--- src/rtl/lut_mult_pkg.sv ---
// Shared types and the digit recoding helper for the digit-serial LUT multiplier front end.
package lut_mult_pkg;

  typedef enum logic {
    IDLE = 1'b0,
    EMIT = 1'b1
  } state_t;

  localparam int DEFAULT_DIGIT_W = 4;

  // One's complement of the digit when negating, plus the rippled carry; MSB of the result is carry-out.
  function automatic logic [DEFAULT_DIGIT_W:0] recode_digit(
    input logic [DEFAULT_DIGIT_W-1:0] digit,
    input logic                       neg,
    input logic                       carry
  );
    return {1'b0, digit ^ {DEFAULT_DIGIT_W{neg}}} + {{DEFAULT_DIGIT_W{1'b0}}, carry};
  endfunction

endpackage

--- src/rtl/digit_negate_cell.sv ---
// Conditional complement of one digit plus carry-in; chaining cells LSB-first yields a two's-complement magnitude.
module digit_negate_cell
  import lut_mult_pkg::*;
#(
  parameter int DIGIT_W = DEFAULT_DIGIT_W
) (
  input  logic [DIGIT_W-1:0] digit,
  input  logic               invert,
  input  logic               carry,
  output logic [DIGIT_W-1:0] mag_digit,
  output logic               carry_next
);

  // The package helper is fixed at the default width; other widths use the same expression directly.
  if (DIGIT_W == DEFAULT_DIGIT_W) begin : g_pkg
    assign {carry_next, mag_digit} = recode_digit(digit, invert, carry);
  end else begin : g_generic
    assign {carry_next, mag_digit} = {1'b0, digit ^ {DIGIT_W{invert}}} + {{DIGIT_W{1'b0}}, carry};
  end

endmodule

--- src/rtl/operand_digit_recoder.sv ---
// Accepts one operand and streams its magnitude LSB digit first, one digit per accepted handshake.
module operand_digit_recoder
  import lut_mult_pkg::*;
#(
  parameter  int DATA_W     = 16,
  parameter  int DIGIT_W    = DEFAULT_DIGIT_W,
  localparam int NUM_DIGITS = DATA_W / DIGIT_W,
  localparam int IDX_W      = (NUM_DIGITS > 1) ? $clog2(NUM_DIGITS) : 1
) (
  input  logic               clk,
  input  logic               rst_n,
  input  logic               in_valid,
  output logic               in_ready,
  input  logic [DATA_W-1:0]  in_data,
  input  logic               in_signed,
  output logic               out_valid,
  input  logic               out_ready,
  output logic [DIGIT_W-1:0] out_digit,
  output logic [IDX_W-1:0]   out_idx,
  output logic               out_last,
  output logic               out_neg
);

  if ((DATA_W % DIGIT_W) != 0) begin : g_bad_width
    $fatal(1, "operand_digit_recoder: DATA_W must be a multiple of DIGIT_W");
  end

  state_t             state;
  logic [DATA_W-1:0]  opnd;
  logic               neg;
  logic               carry;
  logic [IDX_W-1:0]   idx;

  logic [DIGIT_W-1:0] slice;
  logic [DIGIT_W-1:0] mag_digit;
  logic               carry_next;
  logic               emitting;
  logic               at_last;

  assign slice    = opnd[int'(idx) * DIGIT_W +: DIGIT_W];
  assign emitting = (state == EMIT);
  assign at_last  = (idx == IDX_W'(NUM_DIGITS - 1));

  digit_negate_cell #(
    .DIGIT_W (DIGIT_W)
  ) u_negate (
    .digit      (slice),
    .invert     (neg),
    .carry      (carry),
    .mag_digit  (mag_digit),
    .carry_next (carry_next)
  );

  // Carry seeds with neg so the first digit gets the +1 of the two's-complement negation.
  always_ff @(posedge clk) begin
    if (!rst_n) begin
      state <= IDLE;
      opnd  <= '0;
      neg   <= 1'b0;
      carry <= 1'b0;
      idx   <= '0;
    end else begin
      case (state)
        IDLE: begin
          if (in_valid) begin
            opnd  <= in_data;
            neg   <= in_signed & in_data[DATA_W-1];
            carry <= in_signed & in_data[DATA_W-1];
            idx   <= '0;
            state <= EMIT;
          end
        end
        EMIT: begin
          if (out_ready) begin
            if (at_last) begin
              idx   <= '0;
              state <= IDLE;
            end else begin
              carry <= carry_next;
              idx   <= idx + IDX_W'(1);
            end
          end
        end
        default: state <= IDLE;
      endcase
    end
  end

  // Outputs are derived only from registers, and are forced to zero outside EMIT.
  assign in_ready  = !emitting;
  assign out_valid = emitting;
  assign out_digit = emitting ? mag_digit : '0;
  assign out_idx   = emitting ? idx : '0;
  assign out_last  = emitting & at_last;
  assign out_neg   = emitting & neg;

endmodule

--- config.mk ---
export PLATFORM = sky130hd
export DESIGN_NAME = operand_digit_recoder
export DESIGN_NICKNAME = d
export VERILOG_FILES = /design/src/rtl/lut_mult_pkg.sv /design/src/rtl/digit_negate_cell.sv /design/src/rtl/operand_digit_recoder.sv
export SDC_FILE = /design/constraint.sdc
export NUM_CORES = 1
export LEC_CHECK = 0
export CORE_ASPECT_RATIO = 1.4
export CORE_MARGIN = 4
export CORE_UTILIZATION = 40
export CTS_CLUSTER_DIAMETER = 150
export CTS_CLUSTER_SIZE = 14
export DETAILED_ROUTE_END_ITERATION = 7
export GPL_TIMING_DRIVEN = 0
export PLACE_DENSITY_LB_ADDON = 0.3
export SETUP_SLACK_MARGIN = 0.4
export SYNTH_ARGS = -nofsm -noshare
export SYNTH_HDL_FRONTEND = slang
export SYNTH_HIERARCHICAL = 1
export SYNTH_SLANG_ARGS = --single-unit
--- constraint.sdc ---
create_clock -name clk -period 2.45 [get_ports clk]
set_input_delay 0.3675 -clock clk [delete_from_list [all_inputs] [get_ports clk]]
set_output_delay 0.3675 -clock clk [all_outputs]
set_load 0.05 [all_outputs]
==> run metrics <==
critical path type=reg2out; syn_nets=153; RSZ-0062 raised after global routing=true; row count=22; fin crit period=2.77 ns; boundary pin count=31; P_sw=0.219 mW; hold buffers post-CTS=0; final core occ=0.617; mux cell area share after synthesis=0.0871; overall routed net length=2.56 mm; number of port buffers=30; synthesis warning total=6; combinational group share of total power=0.289; number of synthesized register bits=21; Post-Synth XOR/XNOR Area=0.0305; status=complete, but fails checks; Critical Path Source Type=register; Post-synth EDFFs=0; nets=193; Internal Dissipation=0.538 mW; Simple-Gate Fraction of Synth Area=0.232; WP data required=2.08 ns; total die area=3810 µm²; initial antenna violation count=0; Syn Inst Count=129; antenna cells=0; Synth Area per Inst=8.90 µm²; Max-Cap Viols=0; top-area cell type share of the netlist area=0.366; Worst EP arrival=2.41 ns; Max Fanout on Critical Path=3; largest net degree at the start of global routing=12; first-pass GRT wire length=4.22 mm; grt peak-use layer=met2; Final Cycle Share=1.13; Clock transition at path regs=0.11 ns; sw frac=0.289; ys flop type=dfxtp_1; sequential-to-total area share from yosys stat=0.366; Synth Area in Compound Gates=0.172; Clock Power Share=0.217; chip height=71.4 µm; HP Class=reg2reg; met2 Use GR=0.266; Peak VDD IR=287 µV; grt ovf=0; FFs w/ async S/R, synth=0; Clock Latency Late Sink=0.30 ns; vias in the first global route=980; Final setup violation count=3; final hold violation count=0; setup TNS=-0.736 ns; via density per instance=4.93; DR vias=1005; gr usage total=0.144; starting density of the core=0.426; met1 global-route usage=0.161; H-tree depth=1; Core Footprint=2700 µm²; Area Overhead vs Synth=44.9%; hold slack=0.462 ns; clk_skew=0.000925 ns; Adder-Cell Fraction of Synth Area=0.0327; maximum clock insertion buffer count=2; total power=0.757 mW; largest family of logic cells by synthesized area=simple AND/OR/NAND/NOR gates; power per cell area=455 nW/µm²; drt wl/cell=12.6 µm; First-pass DRT Iterations=2; reg2reg setup slack=0.48 ns; Post-Synthesis Cell Area=1150 µm²; Setup crit end kind=primary output; Netlist cell types=31; max-slew violations=0; Final ANT Viol Nets=0; Inserted Clock Buffers=3; CTS Sinks=21; M3 GR Usage=0.0125; GPL Wtd Cong=0.746; DR DRC count=0; Max Fclk=361 MHz; Worst-Margin Slew=0.495 ns; Clock Root Buffer=clkbuf_4; Static Leak=0.613 nW; failing checks=negative setup slack; Slew headroom=0.669; share of power burned in registers=0.494; synth top area cells=dfxtp_1 (37%), nand2_1 (11%), a21oi_2 (8.4%); largest area contributor in the netlist=dfxtp_1; setup ws final=-0.323 ns; layout cells sized above 1=0.333; CTS tree=done; DRT iter0 DRCs=13; die extent in x=53.3 µm; Detail Placement HPWL=1.96 mm
==> layout make-up <==
class	count	area [µm²]
sequential	21	423
buffer	8	87.6
fill	255	1030
clock buffer	4	26.3
tap	36	45.0
multi-input combinational	97	697
timing repair buffer	35	374
inverter	3	11.3
==> registers in the layout (all words and copies together) (netlist names) <==
register,flops
carry,1
idx,2
neg,1
opnd,16
out_valid,1
==> cells by family (layout without fill, tap and decap cells) <==
| kind of cell | count (synthesis) | in the layout |
|---|---|---|
| compound gates | 27 | 27 |
| xor+xnor | 4 | 4 |
| fa+ha+maj | 3 | 3 |
| buf+inv | 11 | 50 |
| flops | 21 | 21 |
| mux | 5 | 5 |
| simple gates | 58 | 58 |
==> cells in the final DEF (no fill, tap or decap), types with 2 or more instances in the layout <==
cell type	instances
buf_4	6
mux4_2	4
buf_12	2
and2_1	4
dfxtp_2	2
nand3b_1	2
nand2_2	2
dfxtp_1	19
buf_6	3
o221ai_2	2
clkbuf_4	3
and2_4	5
nand2_1	34
clkdlybuf4s50_1	21
inv_1	2
a21oi_2	11
nor2_1	4
nand2b_1	3
clkdlybuf4s15_2	4
a21oi_1	10
buf_8	4
==> power by group through the flow <==
| stage | registers [mW] | clock network, mW | logic [mW] |
|---|---|---|---|
| after floorplan | 0.382 | 0 | 0.129 |
| after global placement | 0.380 | 0 | 0.194 |
| after detailed placement | 0.381 | 0 | 0.199 |
| after CTS | 0.373 | 0.168 | 0.215 |
| after global routing | 0.376 | 0.180 | 0.236 |
| final | 0.374 | 0.164 | 0.219 |
==> metrics by stage <==
step                setup slack (ns)  instances  cell area (µm²)
floorplan                      0.115        129             1190
global placement              -0.648        195             1540
detailed placement            -0.673        195             1540
CTS                           -0.355        203             1630
global route                  -0.433        204             1660
finish                        -0.323        204             1660
==> worst paths after layout <==
path | start | end | cells past startpoint
max | idx[0] | out_digit[2] | 9
min | opnd[14] | opnd[14] | 2
max reg2reg | idx[0] | carry | 8
min reg2reg | opnd[14] | opnd[14] | 2
==> cells in the mapped netlist (all sizes together), types with 2 or more instances <==
library cell  number
xor2               2
and2               9
xnor2              2
dfxtp             21
a21oi             21
nand3b             2
buf                6
inv                2
nor2               5
nand2             36
clkbuf             2
nand2b             3
ha                 3
mux4               4
o221ai             2
==> layer usage <==
layer / part of all wire / vias up
li1: - / 510
met2: 0.53 / 23
met1: 0.42 / 467
met4: 0.016 / 0
met3: 0.036 / 5
met5: 0 / -
==> timing repair <==
item,CTS,global route
resized for setup,46,7
buffers inserted,4,1
cloned,0,0
setup endpoints to repair,9,5
pin swaps,6,4
==> worst max-delay path, stage by stage, from the launching register on <==
cell	delay, ns
dfxtp_2	0.35
buf_6	0.11
mux4_2	0.51
xor2_1	0.16
ha_2	0.21
ha_4	0.17
xnor2_2	0.16
xnor2_1	0.13
and2_4	0.16
buf_8	0.14
No activity file was read; power rests on OpenSTA's default activity.
==> RTL change: new RTL, config.mk and constraints unchanged <==
Set the parameter `DATA_W` to 32 (it was 16).
--- a/src/rtl/operand_digit_recoder.sv
+++ b/src/rtl/operand_digit_recoder.sv
@@ -2,7 +2,7 @@
 module operand_digit_recoder
   import lut_mult_pkg::*;
 #(
-  parameter  int DATA_W     = 16,
+  parameter  int DATA_W     = 32,
   parameter  int DIGIT_W    = DEFAULT_DIGIT_W,
   localparam int NUM_DIGITS = DATA_W / DIGIT_W,
   localparam int IDX_W      = (NUM_DIGITS > 1) ? $clog2(NUM_DIGITS) : 1
Ports: changed (resized in_data and out_idx); port bits go from 31 to 48. The function was not compared with the original's and may differ.
==> RTL change against the unedited design <==
  * Setup slack worse by 0.29 ns
  * Design area up 60%
  * Highest routed layer unchanged
  * Power rose by 82%
  * Synthesized area up 69%
  * Clock skew increased by 0.0032 ns
  * Wire length increased by 75%
  * Count of clock-buffer cells in the layout increased by 3
  * The flow still finishes with violations (setup timing)
  * Sequential cell count increased by 17
  * Fmax shrank 9.6%
  * Sequential share of layout area up 3.2 points
  * Final cell count up 63%
  * Largest cell class unchanged
  * Global-route usage rose by 1.4 points
==> RTL change: results (changes against the unedited design) <==
** Status
- Result of the run: finished with violations (unchanged).
- Violations in the final reports: setup timing (unchanged).

** Synthesis
- Synth cell count leaders: sky130_fd_sc_hd__nand2_1, sky130_fd_sc_hd__dfxtp_1, sky130_fd_sc_hd__a21boi_0, sky130_fd_sc_hd__and2_1 (was sky130_fd_sc_hd__nand2_1, sky130_fd_sc_hd__dfxtp_1, sky130_fd_sc_hd__a21oi_2, sky130_fd_sc_hd__a21oi_1, sky130_fd_sc_hd__and2_1).
- Synth Net Count :: 253 (was 153)
- Cell types with the largest area share after synthesis :: sky130_fd_sc_hd__dfxtp_1, sky130_fd_sc_hd__nand2_1, sky130_fd_sc_hd__a21boi_0, sky130_fd_sc_hd__mux4_1, sky130_fd_sc_hd__and2_1 (was sky130_fd_sc_hd__dfxtp_1, sky130_fd_sc_hd__nand2_1, sky130_fd_sc_hd__a21oi_2, sky130_fd_sc_hd__mux4_2, sky130_fd_sc_hd__and2_1)
- The sequential fraction of the synthesis area came to 39.20% (was 36.60%).

** Place
- Placement-stage worst setup slack :: -1.172 ns (was -0.6731 ns)
- Number of buffers inserted by port buffering :: 46 (was 30)
- Cell area after placement :: 2512 um^2 (was 1540 um^2)
- The final HPWL from detailed placement was 3.336 mm (was 1.961 mm).

** Route
- The via count normalized by instance count came to 4.916 (was 4.926).
- The number of detailed-routing iterations run before antenna repair is 5 (was 2).

** Clock tree
- Number of buffers created by CTS :: 5 (was 3)
- The clock transition time at the flip-flop clock pins of the worst setup and hold paths was 0.07 ns (was 0.11 ns).

** Setup path
- The depth of the most critical reg-to-reg path is 9 (was 8).
- Peak fanout along the critical path :: 7 (was 3)
- The arrival time of data at the critical path endpoint was 2.70 ns (was 2.41 ns).

** Timing
- The least setup slack across all paths after layout was -0.6162 ns (was -0.3230 ns).
- The worst clock skew on the final layout came to 0.004158 ns (was 0.0009254 ns).
- The number of failing setup endpoints in the final timing report came to 4 (was 3).
- The tightest slew margin relative to the limit is 67.31% (was 66.92%).

** Global routing
- Met1 demand-to-capacity share in global routing :: 16.28% (was 16.08%)
- Wire length of the first global-routing pass :: 7.203 mm (was 4.222 mm)
- Vias in the first global route :: 1605 (was 980)

** Final layout
- The net total in the final layout is 310 (was 193).
- The proportion of layout cells with a drive suffix above 1 is 18.52% (was 33.33%).

** Power and ir drop
- Leak Pwr :: 0.001043 uW (was 0.0006126 uW)
- Worst-case vdd ir drop :: 362.4 uV (was 287.0 uV)
==> RTL change: changes by cell type after synthesis, moves of 3 or more <==
cell and delta:
sky130_fd_sc_hd__nor2_1 -4, sky130_fd_sc_hd__a21oi_1 -9, sky130_fd_sc_hd__nor2b_1 +3, sky130_fd_sc_hd__mux4_1 +8, sky130_fd_sc_hd__mux2_2 +4, sky130_fd_sc_hd__nand2_1 +35, sky130_fd_sc_hd__clkbuf_1 +7, sky130_fd_sc_hd__dfxtp_1 +17
sky130_fd_sc_hd__a21oi_2 -10, sky130_fd_sc_hd__a21boi_0 +33, sky130_fd_sc_hd__buf_2 +5, sky130_fd_sc_hd__mux4_2 -4
==> RTL change: where the power goes <==
part / switching (uW) / internal, uW / leakage [uW]
combinational: 130 / 147 / 0.000683
sequential: 15.7 / 652 / 0.000312
clock: 207 / 227 / 0.0000482
==> RTL change: final timing paths <==
check	end	slack, ns
setup reg to reg	carry	0.05
hold / removal	opnd[22]	0.46
setup / recovery	out_digit[2]	-0.62
hold reg to reg	opnd[22]	0.46
==> RTL change: timing repair <==
item,in CTS,in global routing
pin swaps,5,4
endpoints found under the setup margin,11,9
resized for setup,49,12
buffers inserted,3,1
==> RTL change: routing by layer <==
metal,up-vias,share of wire [%]
met5,-,0
met4,0,1.7
met3,5,4.2
met2,36,56
met1,759,38
li1,832,-
==> RTL change: logic make-up after synthesis <==
kind of cell / Yosys count / synth area share, %
AO/OA/AOI/OAI: 43 / 17.09
XOR/XNOR: 4 / 1.806
adder cells (fa/ha/maj): 4 / 2.579
buffers and inverters: 18 / 4.642
flip-flops: 38 / 39.20
multiplexers: 14 / 14.18
AND/OR/NAND/NOR: 91 / 20.50
==> RTL change: critical path, delay by kind of cell, from the launching register on <==
family,cells,cell delay [ns]
flops,1,0.35
buf+inv,2,0.26
fa+ha+maj,2,0.39
simple gates,1,0.16
mux,2,0.81
xor+xnor,3,0.42
==> RTL change: layout make-up <==
cell class | instances | area (um^2) | share of cell area (%)
multi-input cells | 156 | 1139 | 42.68
flip-flops and latches | 38 | 762.0 | 28.56
repair buffers | 50 | 494.2 | 18.53
plain buffers | 17 | 100.1 | 3.752
clock buffers | 7 | 86.33 | 3.236
well taps | 62 | 77.57 | 2.908
clock inverters | 1 | 5.005 | 0.1876
inverters | 1 | 3.754 | 0.1407
==> RTL change: through the flow <==
step	hold slack (ns)	instances	util, %
2_1_floorplan	0.4386	212	-
3_3_place_gp	0.4464	320	54.52
3_5_place_dp	0.4563	320	54.52
4_1_cts	0.4631	331	57.62
5_1_grt	0.4869	332	57.89
6_report	0.4606	332	57.89
